<file path="src/rtl/frac_pkg.sv">
// Shared constants and divider state encoding for the fractional decimator.
package frac_pkg;
  localparam int BITWIDTH_DEF  = 10;
  localparam int FRACWIDTH_DEF = 16;

  typedef enum logic [1:0] {
    IDLE = 2'd0,
    RUN  = 2'd1,
    DONE = 2'd2
  } div_state_e;
endpackage

</file>
<file path="src/rtl/frac_div_serial.sv">
// Serial restoring divider: one quotient bit per cycle, req restarts at any time.
module frac_div_serial
  import frac_pkg::*;
#(
  parameter int DVD_W = 26,
  parameter int DIV_W = 10
) (
  input  logic             clk,
  input  logic             reset,
  input  logic             req,
  input  logic [DVD_W-1:0] dividend,
  input  logic [DIV_W-1:0] divisor,
  output logic             ack,
  output logic [DVD_W-1:0] quotient
);
  localparam int CNT_W = $clog2(DVD_W + 1);

  div_state_e       state_q, state_d;
  logic [CNT_W-1:0] cnt_q;
  logic [DVD_W-1:0] dvd_q;
  logic [DVD_W-1:0] quo_q;
  logic [DIV_W-1:0] div_q;
  logic [DIV_W-1:0] rem_q;
  logic [DIV_W:0]   rem_sh;
  logic [DIV_W-1:0] rem_nxt;
  logic             q_bit;
  logic             last_bit;

  assign last_bit = (cnt_q == CNT_W'(DVD_W - 1));

  always_ff @(posedge clk) begin
    if (reset) state_q <= IDLE;
    else       state_q <= state_d;
  end

  always_comb begin
    state_d = state_q;
    case (state_q)
      IDLE:    state_d = IDLE;
      RUN:     if (last_bit) state_d = DONE;
      DONE:    state_d = IDLE;
      default: state_d = IDLE;
    endcase
    if (req) state_d = RUN;
  end

  // Remainder stays below the divisor, so the subtraction fits DIV_W bits.
  always_comb begin
    rem_sh  = {rem_q, dvd_q[DVD_W-1]};
    q_bit   = (rem_sh >= {1'b0, div_q});
    rem_nxt = q_bit ? (rem_sh[DIV_W-1:0] - div_q) : rem_sh[DIV_W-1:0];
  end

  always_ff @(posedge clk) begin
    if (reset) begin
      cnt_q <= '0;
    end else if (req) begin
      cnt_q <= '0;
    end else if (state_q == RUN) begin
      cnt_q <= cnt_q + CNT_W'(1);
    end
  end

  always_ff @(posedge clk) begin
    if (req) begin
      dvd_q <= dividend;
      div_q <= divisor;
      rem_q <= '0;
      quo_q <= '0;
    end else if (state_q == RUN) begin
      dvd_q <= {dvd_q[DVD_W-2:0], 1'b0};
      rem_q <= rem_nxt;
      quo_q <= {quo_q[DVD_W-2:0], q_bit};
    end
  end

  assign ack      = (state_q == DONE) && !req;
  assign quotient = quo_q;
endmodule

</file>
<file path="src/rtl/frac_decim.sv">
// Fractional decimator step generator: divides den/num into a fixed-point step and
// walks an accumulator over a span. Define FRAC_DECIM_ROUND_EN for round-to-nearest step.
module frac_decim
  import frac_pkg::*;
#(
  parameter int BITWIDTH  = BITWIDTH_DEF,
  parameter int FRACWIDTH = FRACWIDTH_DEF
) (
  input  logic                 clk,
  input  logic                 reset,
  input  logic [BITWIDTH-1:0]  num,
  input  logic [BITWIDTH-1:0]  den,
  input  logic                 newfraction,
  output logic                 ready,
  input  logic                 step_reset,
  input  logic                 step_in,
  output logic                 step_out,
  output logic [BITWIDTH-1:0]  whole,
  output logic [FRACWIDTH-1:0] fraction,
  output logic                 blank
);
  localparam int W = BITWIDTH + FRACWIDTH;
  localparam logic [W-1:0] ONE = W'(1) << FRACWIDTH;

  function automatic logic [W-1:0] make_dividend(input logic [BITWIDTH-1:0] n,
                                                 input logic [BITWIDTH-1:0] d);
    logic [W-1:0] base;
    base = {d, {FRACWIDTH{1'b0}}};
`ifdef FRAC_DECIM_ROUND_EN
    return base + W'(n >> 1);
`else
    return base + W'(n & '0);
`endif
  endfunction

  // Divide-by-zero gives zero; ratios above one are clamped so whole never skips.
  function automatic logic [W-1:0] clamp_step(input logic [BITWIDTH-1:0] n,
                                              input logic [BITWIDTH-1:0] d,
                                              input logic [W-1:0]        q);
    if (n == '0)     return '0;
    else if (d > n)  return ONE;
    else             return q;
  endfunction

  logic [W-1:0]         quotient;
  logic                 div_ack;
  logic [BITWIDTH-1:0]  num_q, den_q;
  logic [W-1:0]         step_q;
  logic [W-1:0]         acc_q;
  logic [W-1:0]         acc_sum;
  logic                 ready_q;
  logic                 step_out_q;
  logic [BITWIDTH-1:0]  whole_q;
  logic [FRACWIDTH-1:0] frac_q;
  logic                 crossed;
  logic                 advance;

  frac_div_serial #(
    .DVD_W (W),
    .DIV_W (BITWIDTH)
  ) u_div (
    .clk      (clk),
    .reset    (reset),
    .req      (newfraction),
    .dividend (make_dividend(num, den)),
    .divisor  (num),
    .ack      (div_ack),
    .quotient (quotient)
  );

  assign blank   = (whole_q == den);
  assign acc_sum = acc_q + step_q;
  assign crossed = (acc_sum[W-1:FRACWIDTH] > acc_q[W-1:FRACWIDTH]);
  assign advance = ready_q && step_in && !blank;

  always_ff @(posedge clk) begin
    if (newfraction) begin
      num_q <= num;
      den_q <= den;
    end
  end

  always_ff @(posedge clk) begin
    if (reset) begin
      ready_q    <= 1'b0;
      step_q     <= '0;
      acc_q      <= '0;
      whole_q    <= '0;
      frac_q     <= '0;
      step_out_q <= 1'b0;
    end else begin
      step_out_q <= 1'b0;
      if (newfraction) begin
        ready_q <= 1'b0;
        acc_q   <= '0;
        whole_q <= '0;
        frac_q  <= '0;
      end else begin
        if (div_ack) begin
          ready_q <= 1'b1;
          step_q  <= clamp_step(num_q, den_q, quotient);
        end
        if (step_reset) begin
          acc_q   <= '0;
          whole_q <= '0;
          frac_q  <= '0;
        end else if (advance) begin
          acc_q <= acc_sum;
          if (crossed) begin
            step_out_q <= 1'b1;
            whole_q    <= whole_q + BITWIDTH'(1);
            frac_q     <= acc_sum[FRACWIDTH-1:0];
          end else begin
            frac_q <= '0;
          end
        end
      end
    end
  end

  assign ready    = ready_q;
  assign step_out = step_out_q;
  assign whole    = whole_q;
  assign fraction = frac_q;
endmodule

</file>
<file path="config.mk">
export PLATFORM = sky130hd
export DESIGN_NAME = frac_decim
export DESIGN_NICKNAME = d
export VERILOG_FILES = /design/src/rtl/frac_pkg.sv /design/src/rtl/frac_div_serial.sv /design/src/rtl/frac_decim.sv
export SDC_FILE = /design/constraint.sdc
export NUM_CORES = 1
export LEC_CHECK = 0
export CAP_MARGIN = 20
export CORE_MARGIN = 2
export CORE_UTILIZATION = 35
export CTS_BUF_LIST = sky130_fd_sc_hd__clkbuf_4
export DETAILED_ROUTE_END_ITERATION = 12
export HOLD_SLACK_MARGIN = 0.02
export PLACE_DENSITY_LB_ADDON = 0.05
export SYNTH_ARGS = -nofsm -noshare
export SYNTH_HDL_FRONTEND = slang
export SYNTH_SLANG_ARGS = --single-unit
</file>
<file path="constraint.sdc">
create_clock -name clk -period 4.33 [get_ports clk]
set_clock_uncertainty 0.05 [all_clocks]
set_input_delay 0.433 -clock clk [delete_from_list [all_inputs] [get_ports clk]]
set_output_delay 0.433 -clock clk [all_outputs]
set_load 0.05 [all_outputs]
</file>
# Word level (Yosys, flattened, before mapping)
# Cells that the tools add are included.
# word_totals
output_inout_bits	29
input_bits	25
ff_bits	153
# op_classes
n_lt_le_gt_ge	3
mux	10
n_addsub	4
reduce_logical	13
eq_ne	5
bitwise	3
# ops
operator	count
26-bit two-way mux	4
26-bit adder	1
10-bit greater-than comparator	2
16-bit two-way mux	1
11-bit by 10-bit greater-or-equal comparator with 1-bit output	1
10-bit by 1-bit adder with 10-bit output, second input constant	1
10-bit equality test	1
10-bit zero test	1
10-bit two-way mux	1
10-bit subtractor	1
3-bit OR reduction	2
5-bit by 1-bit adder with 5-bit output, second input constant	1
5-bit equality test, second input constant	1
1-bit two-way mux	4
2-bit AND reduction	2
4-bit OR reduction	1
1-bit logical AND	3
3-bit by 2-bit != test with 1-bit output, second input constant	1
1-bit inverter	3
2-bit by 1-bit equality test with 1-bit output, second input constant	1
2-bit equality test, second input constant	1
1-bit zero test	2
2-bit nonzero test	1
2-bit OR reduction	1

# Depth between registers and ports, before layout
# depth
ltp_word	5
mapped_depth	21
depth_no_buf	20

# Cells and area by module
# Synthesis repeated with hierarchy kept, for this count alone.
# hier_totals
cells_unflattened	980
area_unflattened_um2	9307.7
# modules_own_cells
module	cells_per_inst	area_per_inst_um2	n_inst
frac_decim	656	5771.8	1
frac_div_serial	324	3535.9	1

# Least setup slack after synthesis
# No wires, ideal clock.
# synth_path
path_type	reg-to-reg
start	reg step_q[0]
end	reg whole_q[5], in the netlist whole[5]
synth_period_minus_slack_ns	3.813
t_arrival_ns	3.636
setup_ns	0.128
required_time_ns	4.152
stages_incl_launch_ff	22
path_slack_ns	0.517
cell_sequence	dfxtp_1 ha_1 inv_1 fa_1 nor2b_1 o21a_1 o21ai_0 a211oi_1 o2111a_1 nor2_1 o21ai_0 xor2_1 ha_1 nand4_1 nor2_1 a21oi_1 o211ai_1 and3_1 clkbuf_1 nand3_1 xor2_1 nor2_1
# synth_via
elab_chain_cells	3
# synth_rtl
element	line_no	source
from (decl)	frac_decim.sv:48	logic [W-1:0] step_q;
from (signal assigned)	frac_decim.sv:101	step_q <= clamp_step(num_q, den_q, quotient);
26-bit adder	frac_decim.sv:72	assign acc_sum = acc_q + step_q;
net acc_sum[24]	frac_decim.sv:50	logic [W-1:0] acc_sum;
10-bit greater-than comparator	frac_decim.sv:73	assign crossed = (acc_sum[W-1:FRACWIDTH] > acc_q[W-1:FRACWIDTH]);
2-bit AND reduction (no line)	--	
to (signal assigned)	frac_decim.sv:111	whole_q <= whole_q + BITWIDTH'(1);
to (decl)	frac_decim.sv:53	logic [BITWIDTH-1:0] whole_q;
# The timed path passes the listed nets, and every way through them passes these cells.
# A chain may end at the register's enable or synchronous reset.

# Worst setup path after layout
# layout_path
start	reg step_q[0]
end	reg whole_q[4], in the netlist whole[4]
# Same word-level chain as after synthesis.

==> metrics.md <==
| Metric | Value |
|---|---|
| Num Clock Sinks | around 150 |
| Die X-Extent | 153 µm |
| Top post-synthesis cells by area | dfxtp_1 (32%), edfxtp_1 (12%), ha_1 (9.3%) |
| WP depth | 21 |
| Flops & latches, synth | 153 |
| Area grow syn2layout | 16.3% |
| Synthesized instance count | roughly 860 |
| Tmin final | about 4.1 ns |
| Design Area, Final | between 9000 and 10000 µm² |
| Global-route wire length before repair | around 33 mm |
| I/O Pins | 54 |
| I/O Buffers | 53 |
| Main synth FF type | dfxtp_1 |
| Fin. max-slew vios | 0 |
| Fill cell count | ~2100 |
| Crit path cell chain | ha_2, inv_1, fa_1, nor2b_1, o21a_1, o21ai_1, a211oi_1, buf_4, o2111a_2, nor2_1, o21ai_1, xor2_1, ha_1, nand4_1, nor2_2, a21oi_1, o211ai_1, and2_4, nand2_2, or4_1, nand2_1 |
| Row count | 54 |
| Setup ws final | 0.218 ns |
| Hold Path Stages | 1 |
| Gr ovfl total | 0 |
| HP Class | in -> reg |
| Dpl hpwl | 14.7 mm |
| Critical Path Sink Type | register |
| Fin Hold WS | between 0.3 and 0.4 ns |
| Synth top area share | 31.7% |
| Syn nets | 940 |
| Worst stage delay on the critical path | 0.44 ns |
| Outcome | complete, no violations |
| P_leak | 3.52 nW |
| Worst slew pin tran | between 1 and 1.5 ns |
| Die Height | 153 µm |
| Syn. warnings | 0 |
| Max clock buf depth | 2 |
| Reg area | approximately 3400 µm² |
| Layout Cells excl Fill | 1213 |
| Final hold violations | 0 |
| TritonCTS clock tree | built |
| Clock latency on the worst-skew pair | 0.58 ns |
| Max cap viols | 0 |
| Placeable Area | about 22000 µm² |
| Placed Area | 8690 µm² |
| Via-to-Cell Ratio | 5.28 |
| Initial Util | 35.6% |
| Kind of critical path | reg -> reg |
| Area leader, netlist | dfxtp_1 |
| Post-route ant nets | 0 |
| Layout cell share with drive strength beyond 1 | 10.5% |
| Multi-input gate area | 4130 µm² |
| DRC violations left | 0 |
| Sequential fraction of the synthesis area | 43.3% |
| WP data arrival | 4.58 ns |
| Final nets | 1004 |
| All-Layer GR Usage | 17.7% |
| Final wirelength | 20.6 mm |
| Vias in the first global route | 6331 |
| Pre-CTS WS | -0.00823 ns |
| RSZ-0062 raised after global routing | yes |
| CP max FO | 5 |
| Most common cell in the netlist | dfxtp_1 |
| Layout Utilization | 41.4% |
| Peak supply drop | 123 µV |
| Post-Syn Area | 7770 µm² |
| DR vias | 6401 |
| Worst path buffer plus inverter count | 2 |
| Drt initial violations | 333 |
| Largest net degree at the start of global routing | 51 |
| Part of the cycle the worst path needs | 95.0% |
| Top cells by count, synth | dfxtp_1 (123), nand2_1 (107), a21oi_1 (84), nor2_1 (70), ha_1 (58) |
| Max-slew headroom | 27.3% |
| Wirelength per Cell | 17.0 µm |
| Cell mode on critical path | o21ai_1 |
| Placed cell count | roughly 1200 |
| Clock buffer count from CTS | 17 |
| Die area | 23400 µm² |
| Drt first pass iters | 5 |
| Async SR Flop Fraction | 0% |
| Mean Syn Cell Area | 9.09 µm² |
| # setup viols final | 0 |
| GP Congestion | 0.855 |
| Worst r2r path cells | 21 |
| Clock transition at path regs | 0.16 ns |
| H-Tree Level Count | 4 |
| Initial antenna violation count | 1 |
| Fmax | roughly 240 MHz |
| EDFF count, synth | 30 |
| Root buffer cell | clkbuf_4 |
| Slowest stage cell, crit path | or4_1 |
| Worst path top cell family by delay | simple AND/OR/NAND/NOR gates |
| CP startpoint kind | register |
| Power per cell area | 297 nW/µm² |
| Synth cell types | 69 |
| Required @ worst endpoint | 4.80 ns |
==> routing by layer <==
metal / wire length, µm / GRT usage, % / part of all wire, %
met1: 10000 / 23.4 / 49
met2: 9740 / 30.0 / 47
met3: 606 / 3.40 / 2.9
met4: 202 / 4.28 / 0.98
met5: 0 / 0 / 0
==> worst paths after layout <==
| kind | slack [ns] | to | from |
|---|---|---|---|
| worst max register to register | 0.22 | whole[4] | step_q[0] |
| worst max-delay path | 0.22 | whole[4] | step_q[0] |
| worst min register to register | 0.41 | fraction[8] | fraction[8] |
| worst min-delay path | 0.35 | u_div.div_q[5] | num[5] |
==> sequential cells by signal (all words and copies together), names as in the netlist, 2 cells and up <==
signal	count
u_div.dvd_q	10
den_q	10
whole	10
u_div.rem_q	10
fraction	16
u_div.div_q	10
step_q	26
acc_q	26
u_div.cnt_q	5
u_div.quotient	26
u_div.state_q	2
==> layout by cell type, fill, tap and decap left out, types with 3 or more instances in the layout <==
cell               n
a211o_1            3
a211oi_1          12
a21o_1            17
a21oi_1           84
a22o_1            25
a22oi_1            8
a31o_2             3
a31oi_1            5
and2_1             7
and3_1             8
buf_4             29
clkbuf_4          18
clkdlybuf4s50_1   52
dfxtp_1          121
edfxtp_1          30
ha_1              57
inv_1             38
inv_6              4
inv_8              4
mux2_2             9
nand2_1          106
nand2b_1           3
nand3_1           18
nand4_1           14
nor2_1            68
nor2b_1            5
nor3_1            17
nor4_1             6
o211ai_1           5
o21a_1             7
o21ai_0           27
o21ai_1            3
o21bai_1           3
o22ai_1            3
or3_1              7
xnor2_1           15
xor2_1            29
==> stage by stage <==
stage               total power [mW]  setup TNS (ns)
floorplan                       1.71               0
global placement                1.79               0
detailed placement              1.80        -0.00823
CTS                             2.73               0
global route                    2.82         -0.0958
finish                          2.69               0
==> final cells by class <==
class                           count  share of cell area, %
Timing Repair Buffer               82                   8.23
Tap cell                          280                   3.88
Antenna cell                        1                 0.0277
Clock inverter                     14                   1.76
Inverter                           38                   1.58
Multi-Input combinational cell    627                   45.8
Clock buffer                       18                   1.50
Sequential cell                   153                   37.3
==> what timing repair did <==
item	CTS	global route
setup endpoints to repair	1	22
hold buffers	0	0
pin swaps	0	4
setup buffers	0	2
gates resized for setup	2	10
==> worst reg2reg max path, delay by kind of cell, from the launching register on <==
| family | cells | cell delay, ns |
|---|---|---|
| fa+ha+maj | 3 | 0.85 |
| buf+inv | 2 | 0.21 |
| simple gates | 8 | 1.31 |
| xor+xnor | 1 | 0.09 |
| compound gates | 7 | 1.19 |
| flops | 1 | 0.36 |
==> where the power goes <==
part           internal [mW]  leakage (nW)  switching, mW  total, mW
combinational          0.103          2.07          0.157      0.260
clock                  0.320         0.155          0.596      0.915
sequential              1.49          1.29         0.0191       1.51
total                   1.92          3.52          0.772       2.69
==> cell families after synthesis <==
kind of cell / count (synthesis) / synth area share (%)
AOI/OAI and AO/OA: 234 / 19.9
xor gates and xnor gates: 44 / 4.96
adders and majority gates: 60 / 9.86
buffers and inverters: 75 / 4.03
DFF: 153 / 43.3
muxes: 10 / 1.43
and+or+nand+nor: 279 / 16.5
Note: power is estimated with default switching activity, not from simulation.
